## src/rtl/sync_fifo_flags.sv

```systemverilog
// Single-clock flop-array FIFO with occupancy count, programmable almost-full/almost-empty,
// optional first-word-fall-through read, synchronous flush and sticky overflow/underflow flags.
module sync_fifo_flags #(
  parameter int DATA_WIDTH = 8,
  parameter int ADDR_WIDTH = 6,
  parameter int FWFT       = 0,
  parameter int AF_THRESH  = 56,
  parameter int AE_THRESH  = 8
) (
  input  logic                  clk,
  input  logic                  rst_n,
  input  logic                  flush,
  input  logic                  wr_en,
  input  logic [DATA_WIDTH-1:0] data_in,
  input  logic                  rd_en,
  input  logic                  clr_err,
  output logic [DATA_WIDTH-1:0] data_out,
  output logic                  full,
  output logic                  empty,
  output logic                  almost_full,
  output logic                  almost_empty,
  output logic [ADDR_WIDTH:0]   count,
  output logic                  overflow,
  output logic                  underflow
);

  localparam int DEPTH = 2 ** ADDR_WIDTH;
  localparam logic [ADDR_WIDTH:0]   CNT_FULL = {1'b1, {ADDR_WIDTH{1'b0}}};
  localparam logic [ADDR_WIDTH:0]   CNT_ONE  = (ADDR_WIDTH + 1)'(1);
  localparam logic [ADDR_WIDTH-1:0] PTR_ONE  = ADDR_WIDTH'(1);
  localparam logic [ADDR_WIDTH:0]   AF_LVL   = (ADDR_WIDTH + 1)'(AF_THRESH);
  localparam logic [ADDR_WIDTH:0]   AE_LVL   = (ADDR_WIDTH + 1)'(AE_THRESH);

  generate
    if (AF_THRESH < 1 || AF_THRESH > DEPTH) begin : g_bad_af
      $error("sync_fifo_flags: AF_THRESH must lie in 1..DEPTH");
    end
    if (AE_THRESH < 0 || AE_THRESH > DEPTH - 1) begin : g_bad_ae
      $error("sync_fifo_flags: AE_THRESH must lie in 0..DEPTH-1");
    end
  endgenerate

  logic [DATA_WIDTH-1:0] r_mem [DEPTH];
  logic [ADDR_WIDTH-1:0] r_wptr;
  logic [ADDR_WIDTH-1:0] r_rptr;
  logic [ADDR_WIDTH:0]   r_count;
  logic                  r_ovf;
  logic                  r_udf;

  logic w_full;
  logic w_empty;
  logic w_wr;
  logic w_rd;

  // Flush wins over any same-cycle request, so nothing is accepted during it.
  assign w_full  = (r_count == CNT_FULL);
  assign w_empty = (r_count == '0);
  assign w_wr    = wr_en & ~w_full & ~flush;
  assign w_rd    = rd_en & ~w_empty & ~flush;

  always_ff @(posedge clk or negedge rst_n) begin
    if (!rst_n) begin
      r_wptr  <= '0;
      r_rptr  <= '0;
      r_count <= '0;
    end else if (flush) begin
      r_wptr  <= '0;
      r_rptr  <= '0;
      r_count <= '0;
    end else begin
      if (w_wr) r_wptr <= r_wptr + PTR_ONE;
      if (w_rd) r_rptr <= r_rptr + PTR_ONE;
      if (w_wr && !w_rd)      r_count <= r_count + CNT_ONE;
      else if (!w_wr && w_rd) r_count <= r_count - CNT_ONE;
    end
  end

  // A new violation in the same cycle as clr_err keeps the flag set.
  always_ff @(posedge clk or negedge rst_n) begin
    if (!rst_n) begin
      r_ovf <= 1'b0;
      r_udf <= 1'b0;
    end else begin
      if (wr_en && w_full && !flush) r_ovf <= 1'b1;
      else if (clr_err)              r_ovf <= 1'b0;
      if (rd_en && w_empty && !flush) r_udf <= 1'b1;
      else if (clr_err)               r_udf <= 1'b0;
    end
  end

  always_ff @(posedge clk) begin
    if (w_wr) r_mem[r_wptr] <= data_in;
  end

  generate
    if (FWFT != 0) begin : g_fwft
      assign data_out = w_empty ? '0 : r_mem[r_rptr];
    end else begin : g_std
      logic [DATA_WIDTH-1:0] r_dout;
      always_ff @(posedge clk or negedge rst_n) begin
        if (!rst_n)    r_dout <= '0;
        else if (w_rd) r_dout <= r_mem[r_rptr];
      end
      assign data_out = r_dout;
    end
  endgenerate

  assign full         = w_full;
  assign empty        = w_empty;
  assign almost_full  = (r_count >= AF_LVL);
  assign almost_empty = (r_count <= AE_LVL);
  assign count        = r_count;
  assign overflow     = r_ovf;
  assign underflow    = r_udf;

endmodule
```

## config.mk

```make
export PLATFORM = sky130hd
export DESIGN_NAME = sync_fifo_flags
export DESIGN_NICKNAME = d
export VERILOG_FILES = /design/src/rtl/sync_fifo_flags.sv
export SDC_FILE = /design/constraint.sdc
export NUM_CORES = 1
export LEC_CHECK = 0
export ABC_AREA = 1
export BUFFER_PORTS_ARGS = -buffer_cell sky130_fd_sc_hd__buf_2
export CAP_MARGIN = 20
export CORE_AREA = 2 2 254 306
export DETAILED_ROUTE_END_ITERATION = 10
export DIE_AREA = 0 0 256 308
export PLACE_DENSITY = 0.41
export SLEW_MARGIN = 40
export SYNTH_ARGS = -nofsm -noshare
export SYNTH_HDL_FRONTEND = slang
export SYNTH_SLANG_ARGS = --single-unit
```

## constraint.sdc

```tcl
create_clock -name clk -period 3.1 [get_ports clk]
set_input_delay 0 -clock clk [delete_from_list [all_inputs] [get_ports clk]]
set_output_delay 0 -clock clk [all_outputs]
set_load 0.1 [all_outputs]
```

==> flow_summary.ini, run 1 <==
[status]
status = finished clean

[worst_setup_path]
required_ps = 3330
reg2regPathDepth = 7
reg2reg_to = r_mem[24][3]
r2r_start = count[0]
worst-setup-path-type = reg -> reg
regToRegSetupSlack_ps = 380
critPathArrivalTime_ps = 2950
critical_path.max_fanout = 10
critPathCaptureType = flip-flop
critPathLaunchType = flip-flop

[sta]
period_needed_ps = 2720
finalSetupViolCount = 0
period_share_pct = 87.7
worstMarginPinSlew_ps = 816
maxSlewViolCount = 0
hold_viol = 0
rsz0062_at_grt = no
holdWs_ps = 18.6
clock_skew_ps = 22.2
maxClockFrequency_mhz = 368
maxSlewHeadroom_pct = 45.6

[route]
drtPass1Iterations = 5
drtAntennaViolNets = 0
drtIter0Drc = 1194
wl_mm = 65.9
viasPerCell = 4.74
route.detailed.drc = 0
vias = 14600
routedWlPerCell_um = 21.4

[clocking]
cts_htree_levels = 2
cts_setup_buffers = 0
cts_buffers = 54
tritoncts = built
root_buffer = clkbuf_16
ctsHoldBuffers = 16
clk_pin_slew_ps = 60
clock_sinks = 541
clk_path_buf_depth = 3
clock_latency_ps = 620
cts_resized = 0

[cells_and_area]
fillers = 7612
n_antenna_cell = 0
ff_latch_area_sq_um = 16100
multi_input_area_sq_um = 5590
area_growth_pct = 14.7
fin_cells = 3086
final_nets = 2049
drive_gt1_share_pct = 11.0
fin_area_sq_um = 25900

[synthesis]
synth_seq_area_share_pct = 71.3
synth-edff-count = 512
syn_area_per_cell_sq_um = 11.6
synth.net_count = 1965
synth_ff_type = edfxtp_1
synth-seq-cells = 541
yosys_warnings = 0
netlist_area_sq_um = 22600
synth_cell_types = 33
synthArstFlopShare_pct = 5.36
syn-instance-count = 1942

[global_route]
track_usage_pct = 16.8
grt_max_degree = 101
grt_overflow = 0
grt_pass1_vias = 14800
grt_pass1_wl_mm = 99.0
grt_antenna_before_repair = 0

[floorplan]
rows = 111
pin_count = 35
die_area_sq_um = 78800
die_y_um = 308
core_area_sq_um = 76000
initial_utilization_pct = 29.7
die_w_um = 256

[power_and_ir_drop]
p_leak_nw = 9.27
cellPowerDensity_nw_per_um2 = 723
peakVddDrop_mv = 0.691

[hold_path]
holdPathStages = 2
min_from = data_in[6]
min_path_type = in -> reg
min_to = r_mem[52][6]

[placement]
portBuffers = 34
dpl.hpwl_mm = 39.7
placed_area_sq_um = 24100
gp_congestion = 0.821
dp_cells = 2971

[flow_run]
maxCapViolCount = 0
-- state kept, by name, indices dropped and copies added (netlist names) --
| register | cells |
|---|---|
| count | 7 |
| data_out | 8 |
| overflow | 1 |
| r_mem | 512 |
| r_rptr | 6 |
| r_wptr | 6 |
| underflow | 1 |
-- area by class of cell --
type / count / area share (%)
Multi-Input combinational cell: 1254 / 21.6
Tap cell: 1017 / 4.91
Sequential cell: 541 / 62.2
Clock buffer: 67 / 5.45
Inverter: 36 / 0.561
Clock inverter: 32 / 0.855
Timing Repair Buffer: 139 / 4.40
-- cell families after synthesis --
group	share of synthesized area (%)
and+or+nand+nor	22.7
xor gates and xnor gates	0.233
buffers and inverters	3.96
adders and majority gates	0.532
DFF	71.3
AOI/OAI and AO/OA	1.20
-- worst max path at each step --
stage | startpoint | cells after the start | endpoint | slack (ps)
6_report | count[0] | 7 | r_mem[24][3] | 380
5_1_grt | count[3] | 7 | r_mem[34][2] | 230
4_1_cts | count[3] | 7 | r_mem[24][3] | 360
3_5_place_dp | count[0] | 7 | r_mem[24][4] | 380
3_3_place_gp | count[3] | 7 | r_mem[24][4] | 460
2_1_floorplan | count[0] | 13 | count[6] | -170
-- layer usage --
layer	vias to the layer above	GRT usage [%]	wire length, um
met5	-	0	0
met3	98	1.96	2110
li1	6983	-	-
met2	278	29.0	32300
met1	7256	22.0	29500
met4	0	5.66	2010
-- cells in the final DEF, fill, tap and decap left out, types with 2 or more instances in the layout --
| cell | instances |
|---|---|
| a21boi_1 | 3 |
| a21oi_1 | 18 |
| buf_12 | 10 |
| buf_2 | 31 |
| buf_4 | 80 |
| buf_6 | 2 |
| bufinv_16 | 2 |
| clkbuf_1 | 12 |
| clkbuf_16 | 54 |
| clkinv_1 | 14 |
| clkinv_2 | 15 |
| clkinvlp_4 | 2 |
| dfrtp_1 | 23 |
| dfrtp_2 | 4 |
| dfrtp_4 | 2 |
| dlygate4sd3_1 | 16 |
| edfxtp_1 | 512 |
| ha_1 | 8 |
| inv_1 | 26 |
| inv_2 | 4 |
| inv_6 | 2 |
| nand2_1 | 645 |
| nand2_4 | 2 |
| nand3_1 | 454 |
| nand4_2 | 7 |
| nor2_1 | 76 |
| nor2_2 | 2 |
| nor3_1 | 3 |
| o211ai_1 | 4 |
| o21ai_0 | 11 |
| o22ai_1 | 8 |
| xnor2_1 | 4 |
| xor2_1 | 2 |
-- cell usage after synthesis (2+ instances only) --
cell      instances  area share [%]
nand2_1         645              11
edfxtp_1        512              68
nand3_1         454              10
nor2_1           77             1.3
buf_2            51             1.1
dfrtp_1          29             3.2
buf_6            27             1.3
inv_1            27            0.45
a21oi_1          18            0.40
buf_4            16            0.53
clkbuf_1         14            0.23
o21ai_0          11            0.24
ha_1              8            0.44
o22ai_1           8            0.22
nand4_2           7            0.39
clkinv_1          4           0.066
inv_2             4           0.066
o211ai_1          4            0.13
xnor2_1           4            0.16
a21boi_1          3            0.10
nor3_1            3           0.066
buf_1             2           0.033
nand2_4           2            0.10
nor2_2            2           0.055
xor2_1            2           0.078
-- worst max-delay path, stage by stage, from the launching register on --
cell and delay [ps]:
dfrtp_1 420, inv_2 70, nand4_1 160, nor2_4 60, nor2_1 160, buf_4 220
nand4_2 420, nor2_1 800
-- metrics by stage --
stage	TNS [ps]	util [%]	worst slack, ps	power, mW
after global routing	0	34.1	234	19.6
after global placement	0	31.7	459	12.7
after CTS	0	34.1	358	19.0
final	0	34.1	381	18.7
after detailed placement	0	31.7	383	12.7
after floorplan	-173	-	-173	11.5
-- where the power goes --
group          switching, mW  total, mW  internal [mW]
logic                   3.19       4.22           1.02
clock network           2.83       6.22           3.39
registers              0.172       8.29           8.12
Power figures use the tool's default switching activity.
==> run 2, diff against run 1 <==
Settings changed: PLACE_DENSITY 0.41 to default.
==> run 2 against run 1 <==
Net effect: count of clock-buffer cells in the layout decreased by 8; non-clock buffer count decreased by 48; power decreased by 1.9%; final cell count decreased by 1.9%; routed wire length decreased by 9.8%; clock skew decreased by 2.7 ps; sequential share of layout area increased by 1.1 points; maximum frequency decreased by 6.7%; clock power decreased by 4.0%; combinational power decreased by 3%; first-iteration DRC count increased by 24%; critical endpoint is now r_mem[43][3]; largest cell class unchanged.
==> flow_summary.ini, run 2 (synthesis results as in run 1) <==
[placement]
dpl.hpwl_mm = 36.3
portBuffers = 34
gp_congestion = 0.941
placed_area_sq_um = 23800

[floorplan]
pin_count = 35
rows = 111
die_w_um = 256
die_area_sq_um = 78800
initial_utilization_pct = 29.7
core_area_sq_um = 76000
die_y_um = 308

[worst_setup_path]
cpPeakStageDelay_ps = 790
startpoint = count[3]
critPathCaptureType = flip-flop
path_common_cell = nor2_1
crit_buf_inv = 2
critical_path.max_fanout = 10
crit_slowest_cell = nor2_1
critPathArrivalTime_ps = 3120
path_delay_family = simple AND/OR/NAND/NOR gates
required_ps = 3310
r2r_start = count[3]
worst-setup-path-type = reg -> reg
cp_cell_sequence = inv_1 -> nand4_1 -> nor2_4 -> nor2_1 -> buf_4 -> nand4_2 -> nor2_1
critPathLaunchType = flip-flop

[cells_and_area]
largest_reg_flops = 512
layout_commonest_cell = nand2_1
n_antenna_cell = 0
layout_common_cells = nand2_1 (645), edfxtp_1 (512), nand3_1 (454), nor2_1 (75), clkbuf_16 (49)
fin_area_sq_um = 25500
ff_latch_area_sq_um = 16100
fillers = 7516
final_nets = 1995
top_register = r_mem
multi_input_area_sq_um = 5590
area_growth_pct = 12.8
drive_gt1_share_pct = 9.05

[sta]
maxSlewViolCount = 0
maxClockFrequency_mhz = 343
rsz0062_at_grt = no
finalSetupViolCount = 0
period_share_pct = 94.0
hold_viol = 0
maxSlewHeadroom_pct = 40.3
clock_skew_ps = 19.5
holdWs_ps = 10.8
worstMarginPinSlew_ps = 895
period_needed_ps = 2920

[hold_path]
min_path_type = in -> reg
min_from = data_in[1]

[route]
routedWlPerCell_um = 19.6
viasPerCell = 4.89
wl_mm = 59.5
drtPass1Iterations = 5
drtAntennaViolNets = 0
route.detailed.drc = 0
drtIter0Drc = 1481
vias = 14800

[global_route]
grt_overflow = 0
grt_pass1_wl_mm = 90.0
grt_use_met3_pct = 1.78
grt_pass1_vias = 14700
track_usage_pct = 14.9
use_met1_pct = 18.8
grt_use_met2_pct = 25.7
top_usage_layer = met2
grt_antenna_before_repair = 0
grt_max_degree = 183

[power_and_ir_drop]
p_leak_nw = 9.00
cellPowerDensity_nw_per_um2 = 722
peakVddDrop_mv = 0.500

[flow_run]
maxCapViolCount = 0

[clocking]
root_buffer = clkbuf_16
cts_buffers = 48
tritoncts = built
clk_pin_slew_ps = 70
cts_htree_levels = 2
clk_path_buf_depth = 3
clock_latency_ps = 580
clock_sinks = 541

[status]
status = finished clean
==> run 2: metrics by stage <==
step	cells	setup slack, ps	TNS, ps	utilization (%)	total power, mW
floorplan	1942	-173	-173	-	11.5
global placement	2927	278	0	31.3	12.5
detailed placement	2928	164	0	31.3	12.5
CTS	3027	142	0	33.5	18.5
global route	3027	9.15	0	33.5	19.1
finish	3027	185	0	33.5	18.4
==> run 2: worst register-to-register path: cells and delay by family, from the launching register on <==
| family | cells | cell delay [ps] |
|---|---|---|
| flops | 1 | 400 |
| buf+inv | 2 | 340 |
| simple gates | 5 | 1810 |
==> run 2: final cells by class <==
type,instances,share of cell area (%)
Inverter,36,0.560
Timing Repair Buffer,91,3.08
Clock buffer,59,4.96
Clock inverter,29,1.13
Tap cell,1017,5.00
Multi-Input combinational cell,1254,22.0
Sequential cell,541,63.3
==> run 2: path summary, 6_finish.rpt <==
check / endpoint / cells past startpoint / slack (ps)
setup / recovery: r_mem[43][3] / 7 / 180
hold / removal: r_mem[38][1] / 1 / 10
setup reg to reg: r_mem[43][3] / 7 / 180
hold reg to reg: underflow / 2 / 520
max in group asynchronous: r_rptr[0] / 2 / 2500
min in group asynchronous: underflow / 2 / 30
==> run 2: metal layers <==
| layer | routed length (um) | vias to the layer above |
|---|---|---|
| met2 | 29200 | 562 |
| met5 | 0 | - |
| met4 | 2520 | 0 |
| met1 | 24200 | 7252 |
| li1 | - | 6863 |
| met3 | 3550 | 139 |
==> run 2: power breakdown <==
group / internal (mW) / switching, mW / total [mW]
sequential: 8.12 / 0.190 / 8.31
clock: 3.33 / 2.64 / 5.97
combinational: 0.993 / 3.11 / 4.10
==> run 2: repair_timing <==
item	CTS	global route
resized for setup	0	0
endpoints found under the hold margin	124	0
setup buffers	0	0
hold buffers	11	0
==> run 3, diff against run 2 <==
Settings changed: CORE_AREA 2 2 254 306 to 2 2 310 251, DIE_AREA 0 0 256 308 to 0 0 312 253.
==> run 3 against run 2 <==
Net effect: non-clock buffer count up 29; clock power is 5.2% higher; cell area up 1.2%; die area up 0.11%; routed wire length down 0.97%; largest power group unchanged; highest routed layer is now met5.
==> flow_summary.ini, run 3 (synthesis results as in run 1) <==
[status]
status = finished clean

[worst_setup_path]
reg2regPathDepth = 7
regToRegSetupSlack_ps = 360
reg2reg_to = r_mem[11][4]
required_ps = 3340
critical_path.max_fanout = 10
critPathCaptureType = flip-flop
worst-setup-path-type = in -> reg
critPathLaunchType = input pin
critPathArrivalTime_ps = 3070
r2r_start = count[3]

[hold_path]
min_from = data_in[2]
holdPathStages = 1
min_path_type = in -> reg
min_to = r_mem[39][2]

[clocking]
ctsHoldBuffers = 13
clk_pin_slew_ps = 60
cts_buffers = 52
cts_htree_levels = 2
root_buffer = clkbuf_16
cts_resized = 0
clock_latency_ps = 600
tritoncts = built
clk_path_buf_depth = 3
cts_setup_buffers = 0
clock_sinks = 541

[cells_and_area]
area_growth_pct = 14.1
n_antenna_cell = 0
final_nets = 2028
layout_commonest_cell = nand2_1
fin_cells = 3070
largest_reg_flops = 512
top_register = r_mem
layout_common_cells = nand2_1 (645), edfxtp_1 (512), nand3_1 (454), nor2_1 (75), buf_4 (67)
drive_gt1_share_pct = 9.82

[power_and_ir_drop]
intPower_mw = 12.7
cellPowerDensity_nw_per_um2 = 724
pwr-share-comb_pct = 22.1
pwr-share-clk_pct = 33.7
p_seq_share_pct = 44.2
switching_share_pct = 31.9
peakVddDrop_mv = 0.372
p_sw_mw = 5.95
p_leak_nw = 9.18

[sta]
maxSlewViolCount = 0
maxSlewHeadroom_pct = 45.9
fin_tns_setup_ps = 0
hold_viol = 0
holdWs_ps = 9.98
clock_skew_ps = 16.4
finalSetupViolCount = 0
period_share_pct = 91.6
setup_slack_ps = 261
period_needed_ps = 2840
rsz0062_at_grt = no
worstMarginPinSlew_ps = 809
maxClockFrequency_mhz = 352

[placement]
dp_cells = 2960
portBuffers = 34
dp_slack_ps = 384
gp_congestion = 0.872
dpl.hpwl_mm = 36.0

[floorplan]
core_area_sq_um = 76100
pin_count = 35
die_area_sq_um = 78900
die_y_um = 253
initial_utilization_pct = 29.7
rows = 91
die_w_um = 312

[flow_run]
maxCapViolCount = 0

[route]
drtAntennaViolNets = 0
route.detailed.drc = 0
viasPerCell = 4.92
wl_mm = 58.9
vias = 15100
drtIter0Drc = 1691
drtPass1Iterations = 6
routedWlPerCell_um = 19.2

[global_route]
track_usage_pct = 14.8
grt_overflow = 0
grt_pass1_vias = 14700
grt_pass1_wl_mm = 89.9
grt_max_degree = 131
grt_antenna_before_repair = 2
## run 3: changes by cell type in the layout (fill, tap and decap cells not counted), moves of 3 or more
| cell | previous run | this run |
|---|---|---|
| buf_4 | 36 | 67 |
| clkbuf_1 | 10 | 14 |
| clkinv_1 | 8 | 19 |
| clkinvlp_4 | 4 | 1 |
| buf_6 | 3 | 0 |
| clkbuf_16 | 49 | 53 |
| clkinv_2 | 13 | 6 |
| dlygate4sd3_1 | 11 | 14 |
## run 3: power groups by stage
stage	logic [mW]	clock network, mW	registers (mW)
6_report	4.13	6.28	8.24
5_1_grt	4.50	6.65	8.25
4_1_cts	4.11	6.37	8.24
3_5_place_dp	4.08	0	8.39
3_3_place_gp	4.03	0	8.39
2_1_floorplan	2.48	0	8.99
## run 3: area by class of cell
type | count | area (sq um)
Multi-Input combinational cell | 1254 | 5590
Timing Repair Buffer | 120 | 973
Clock buffer | 69 | 1410
Clock inverter | 27 | 248
Tap cell | 1023 | 1280
Inverter | 36 | 141
Fill cell | 7577 | 50300
Sequential cell | 541 | 16100
## run 3: per-layer routing
metal	global-route usage [%]	vias up	routed length, um
met1	21.3	7484	26600
met4	2.97	2	964
met2	22.4	597	25700
met5	0	-	8
met3	3.92	81	5570
li1	-	6941	-
## run 3: worst max-delay path by stage
stage	slack, ps	to	from	depth (start not counted)
after floorplan	-170	count[6]	count[0]	13
after global placement	440	r_mem[35][4]	count[3]	7
after detailed placement	380	r_mem[3][6]	count[3]	7
after CTS	310	r_mem[3][4]	flush	9
after global routing	120	r_mem[3][5]	flush	9
final	260	r_mem[11][4]	flush	9
## run 3: per-stage QoR
| stage | total power, mW | instance area [sq um] | utilization [%] |
|---|---|---|---|
| 2_1_floorplan | 11.5 | 22600 | - |
| 3_3_place_gp | 12.4 | 23900 | 31.5 |
| 3_5_place_dp | 12.5 | 24000 | 31.5 |
| 4_1_cts | 18.7 | 25700 | 33.8 |
| 5_1_grt | 19.4 | 25800 | 33.9 |
| 6_report | 18.7 | 25800 | 33.9 |
## run 3: worst max-delay path, cell delays in order
cell	delay, ps
dlygate4sd3_1	530
buf_2	160
nor2_1	100
dlygate4sd3_1	570
inv_1	60
nor2_1	170
buf_4	240
nand4_2	500
nor2_1	740
